**src/rtl/mux_rr_arbiter.sv**
```systemverilog
// Round-robin arbiter that drives the s1/s0 select pins of a shared 4:1 mux.
// Optional forced release after HOLD_MAX cycles: define MUXARB_TIMEOUT_EN.
module mux_rr_arbiter #(
    parameter int HOLD_MAX = 8,
    parameter int CW       = 8
) (
    input  logic       clk,
    input  logic       rst_n,
    input  logic [3:0] req,
    input  logic       done,
    output logic [3:0] gnt,
    output logic       s1,
    output logic       s0,
    output logic       busy,
    output logic       timeout
);

    if (HOLD_MAX < 1 || HOLD_MAX > 255 || (1 << CW) <= HOLD_MAX) begin : g_bad_params
        $error("mux_rr_arbiter: HOLD_MAX must be 1..255 and fit in CW bits");
    end

    typedef enum logic [1:0] {
        IDLE  = 2'd0,
        GRANT = 2'd1,
        GAP   = 2'd2
    } state_t;

    state_t     state_q, state_d;
    logic [3:0] gnt_q, gnt_d;
    logic [1:0] sel_q, sel_d;
    logic [1:0] last_q, last_d;
    logic       busy_q, busy_d;
    logic       timeout_q, timeout_d;
    logic [1:0] pick, idx;
    logic       found;
    logic       hold_hit;
    logic       release_now;

`ifdef MUXARB_TIMEOUT_EN
    logic [CW-1:0] cnt_q;

    // Counter restarts while idle, so it reads 0 on the first GRANT cycle.
    always_ff @(posedge clk or negedge rst_n) begin
        if (!rst_n) begin
            cnt_q <= '0;
        end else if (state_q == IDLE) begin
            cnt_q <= '0;
        end else if (state_q == GRANT && cnt_q != CW'(HOLD_MAX)) begin
            cnt_q <= cnt_q + 1'b1;
        end
    end

    assign hold_hit = (cnt_q == CW'(HOLD_MAX - 1));
`else
    assign hold_hit = 1'b0;
`endif

    // First requester found searching upward from the one after last grant.
    always_comb begin
        pick  = 2'd0;
        idx   = 2'd0;
        found = 1'b0;
        for (int i = 1; i <= 4; i++) begin
            idx = last_q + 2'(i);
            if (!found && req[idx]) begin
                pick  = idx;
                found = 1'b1;
            end
        end
    end

    assign release_now = (state_q == GRANT) && (done || !req[last_q] || hold_hit);

    always_ff @(posedge clk or negedge rst_n) begin
        if (!rst_n) begin
            state_q   <= IDLE;
            gnt_q     <= 4'b0000;
            sel_q     <= 2'd0;
            last_q    <= 2'd3;
            busy_q    <= 1'b0;
            timeout_q <= 1'b0;
        end else begin
            state_q   <= state_d;
            gnt_q     <= gnt_d;
            sel_q     <= sel_d;
            last_q    <= last_d;
            busy_q    <= busy_d;
            timeout_q <= timeout_d;
        end
    end

    always_comb begin
        state_d = state_q;
        case (state_q)
            IDLE:    if (found) state_d = GRANT;
            GRANT:   if (release_now) state_d = GAP;
            GAP:     state_d = IDLE;
            default: state_d = IDLE;
        endcase
    end

    // Select lines keep their value on release so the mux output stays put.
    always_comb begin
        gnt_d     = gnt_q;
        sel_d     = sel_q;
        last_d    = last_q;
        busy_d    = busy_q;
        timeout_d = 1'b0;
        case (state_q)
            IDLE: begin
                if (found) begin
                    gnt_d  = 4'b0001 << pick;
                    sel_d  = pick;
                    last_d = pick;
                    busy_d = 1'b1;
                end
            end
            GRANT: begin
                if (release_now) begin
                    gnt_d     = 4'b0000;
                    busy_d    = 1'b0;
                    timeout_d = hold_hit && !done && req[last_q];
                end
            end
            default: begin
                gnt_d  = 4'b0000;
                busy_d = 1'b0;
            end
        endcase
    end

    assign gnt     = gnt_q;
    assign s1      = sel_q[1];
    assign s0      = sel_q[0];
    assign busy    = busy_q;
    assign timeout = timeout_q;

endmodule

```
**config.mk**
```make
export PLATFORM = sky130hd
export DESIGN_NAME = mux_rr_arbiter
export DESIGN_NICKNAME = d
export VERILOG_FILES = /design/src/rtl/mux_rr_arbiter.sv
export SDC_FILE = /design/constraint.sdc
export NUM_CORES = 1
export LEC_CHECK = 0
export ABC_CLOCK_PERIOD_IN_PS = 2300
export BUFFER_PORTS_ARGS = -buffer_cell sky130_fd_sc_hd__buf_2
export CAP_MARGIN = 20
export CORE_AREA = 2 2 39 41
export DETAILED_ROUTE_END_ITERATION = 6
export DIE_AREA = 0 0 41 43
export PLACE_DENSITY = 0.72
export SKIP_CTS_REPAIR_TIMING = 1
export SLEW_MARGIN = 20
export SYNTH_ARGS = -nofsm -noshare
export SYNTH_HDL_FRONTEND = slang
export SYNTH_SLANG_ARGS = --single-unit
```
**constraint.sdc**
```tcl
create_clock -name clk -period 2.3 [get_ports clk]
set_clock_uncertainty 0.1 [all_clocks]
set_input_delay 0.23 -clock clk [delete_from_list [all_inputs] [get_ports clk]]
set_output_delay 0.23 -clock clk [all_outputs]
set_load 0.03 [all_outputs]
```
==> results.yml <==
detailed_routing:
  dr.pass1.iters: 3
  viasPerCell: 5.37
  dr.first_iter.drc_count: 9
  routed_wl_um: 1130
  drc_errors: 0
  routedWlPerCell_um: 13.5
  vias: 451
  final_antenna_net_count: 0
final_layout:
  final_nets: 77
  nFillCells: 137
  final_common_cell: "buf_2"
  layout-drive-gt1-share: 0.426
  n_antenna_cell: 0
  syn2layout_area_growth_pct: 18.8
  layout_common_cells: "buf_2 (13), dfrtp_1 (8)"
floorplan:
  dieArea_um2: 1760
  initial_utilization: 0.409
  die_w_um: 41
  die_h_um: 43
  std_cell_rows: 14
  ios: 15
  core_um2: 1380
clock_network:
  clock_path_buffers: 2
  cts_htree_levels: 1
  cts_sinks: 10
  clk_latency_ns: 0.26
  tritoncts: "built"
  clk_pin_slew_ns: 0.06
  cts_root_buf: "clkbuf_4"
  numCtsBuffers: 3
sta:
  hold_ws_ns: 0.191
  min_period_ns: 1.67
  finalSetupViolCount: 0
  hold_viol: 0
  min_period_over_period: 0.727
  fmax_mhz: 598
  rsz0062_at_grt: "false"
  report.final.slew_viol_count: 0
  tns_ns: 0
worst_setup_path:
  critPathCapture: "gnt[3]"
  cp.arrival_ns: 1.73
  slowest_stage: "dfstp_2"
  critical_path.cell_chain: "mux2_2 > a22oi_2 > a21oi_2 > a22o_1"
  start_kind: "flip-flop"
  r2r_setup_slack_ns: 0.63
  critical_path.endpoint_type: "flip-flop"
  path_max_fanout: 5
  crit_required_ns: 2.36
  cpPeakStageDelay_ns: 0.56
  crit_type: "reg -> reg"
  setup.worst_path.start: "last_q[0]"
  rr_startpoint: "last_q[0]"
  r2r_end: "gnt[3]"
  rr_worst_depth: 4
min_path:
  hold_depth: 3
  hold_path.class: "in -> reg"
logic_synthesis:
  avgSynthCellArea_um2: 10.7
  syn_nets: 60
  netlist_instances: 53
  ys_seq_area_frac: 0.447
  synth_cell_types: 33
  yosys_warnings: 0
  netlist_area_um2: 566
  synth-seq-cells: 10
global_route:
  grt_pass1_vias: 421
  grt_usage: 0.161
  grt_pass1_wl_um: 1850
  grt_max_degree: 11
  grt_antenna_before_repair: 0
  overflow: 0
pwr:
  power_uw: 945
  vdd_drop_max_v: 0.000598
  p_per_area_nw_per_um2: 1410
  leakage_nw: 0.310
place:
  hpwl_um: 836
  numPortBuffers: 13
  gp_congestion: 0.757
outcome:
  status: "finished, final reports clean"
job:
  cap_violations: 0
-- critical path, delay by kind of cell (launching register included) --
kind | cells | cell delay, ns
flip-flops | 1 | 0.56
AO/OA/AOI/OAI | 3 | 0.54
multiplexers | 1 | 0.35
-- power breakdown --
part	internal, mW	switching, mW	total (mW)
Clock	0.0604	0.0571	0.117
Sequential	0.271	0.0872	0.358
Combinational	0.199	0.271	0.469
-- cell type report --
| class | count | area (µm²) | area share |
|---|---|---|---|
| multi-input combinational | 38 | 290 | 0.432 |
| sequential | 10 | 253 | 0.376 |
| timing repair buffer | 14 | 75.1 | 0.112 |
| clock buffer | 3 | 22.5 | 0.0335 |
| tap | 16 | 20.0 | 0.0298 |
| inverter | 3 | 11.3 | 0.0168 |
-- cells by family (layout without fill, tap and decap cells) --
logic type	after synthesis	after routing	share of synthesized area
AOI/OAI and AO/OA	16	16	0.228
buffers and inverters	5	20	0.0398
DFF	10	10	0.447
muxes	3	3	0.0575
other	1	1	0.00663
and+or+nand+nor	18	18	0.221
-- layer usage --
layer / routed length, µm / vias to the layer above / global-route usage
met2: 495 / 13 / 0.219
met3: 50 / 5 / 0.0157
li1: - / 223 / -
met5: 0 / - / 0
met4: 40 / 0 / 0.140
met1: 547 / 210 / 0.218
-- synth_stat cells --
master     count  area share
dfrtp_1        8        0.35
nand2b_1       3       0.033
nor2_1         3       0.020
nor3b_1        3       0.040
a21o_2         2       0.031
dfstp_2        2       0.093
inv_1          2       0.013
mux2_2         2       0.040
nor3_1         2       0.018
o21ai_1        2       0.018
o2bb2ai_1      2       0.031
a21boi_0       1       0.013
a21oi_1        1      0.0088
a21oi_2        1       0.015
a221oi_1       1       0.015
a22o_1         1       0.015
a22oi_2        1       0.022
a311o_1        1       0.018
a32o_1         1       0.018
and3_1         1       0.011
and3b_1        1       0.015
buf_4          1       0.013
clkbuf_1       1      0.0066
conb_1         1      0.0066
inv_2          1      0.0066
mux2i_1        1       0.018
nor2_4         1       0.020
nor4_2         1       0.022
o21a_1         1       0.013
o21ai_0        1      0.0088
or2_0          1       0.011
or2_2          1       0.011
or3_4          1       0.020
-- worst min path at each step --
stage                  to  slack [ns]  startpoint
2_1_floorplan      gnt[0]       -0.17       rst_n
5_1_grt        state_q[1]        0.22        done
6_report       state_q[1]        0.19        done
3_5_place_dp   state_q[0]       0.002       rst_n
4_1_cts            gnt[3]       -0.28       rst_n
3_3_place_gp   state_q[1]     -0.0003       rst_n
-- registers in the layout, summed over array words and instances (netlist names) --
| register | count |
|---|---|
| state_q | 2 |
| gnt | 4 |
| last_q | 2 |
| sel_q | 2 |
-- through the flow --
stage                     worst slack, ns  area (µm²)  std cells   util
after floorplan                     0.695         566         53      -
after global placement              0.667         639         80  0.462
after detailed placement            0.630         639         80  0.462
after CTS                           0.624         662         83  0.478
after global routing                0.551         672         84  0.486
final                               0.629         672         84  0.486
Note: power is estimated with default switching activity, not from simulation.
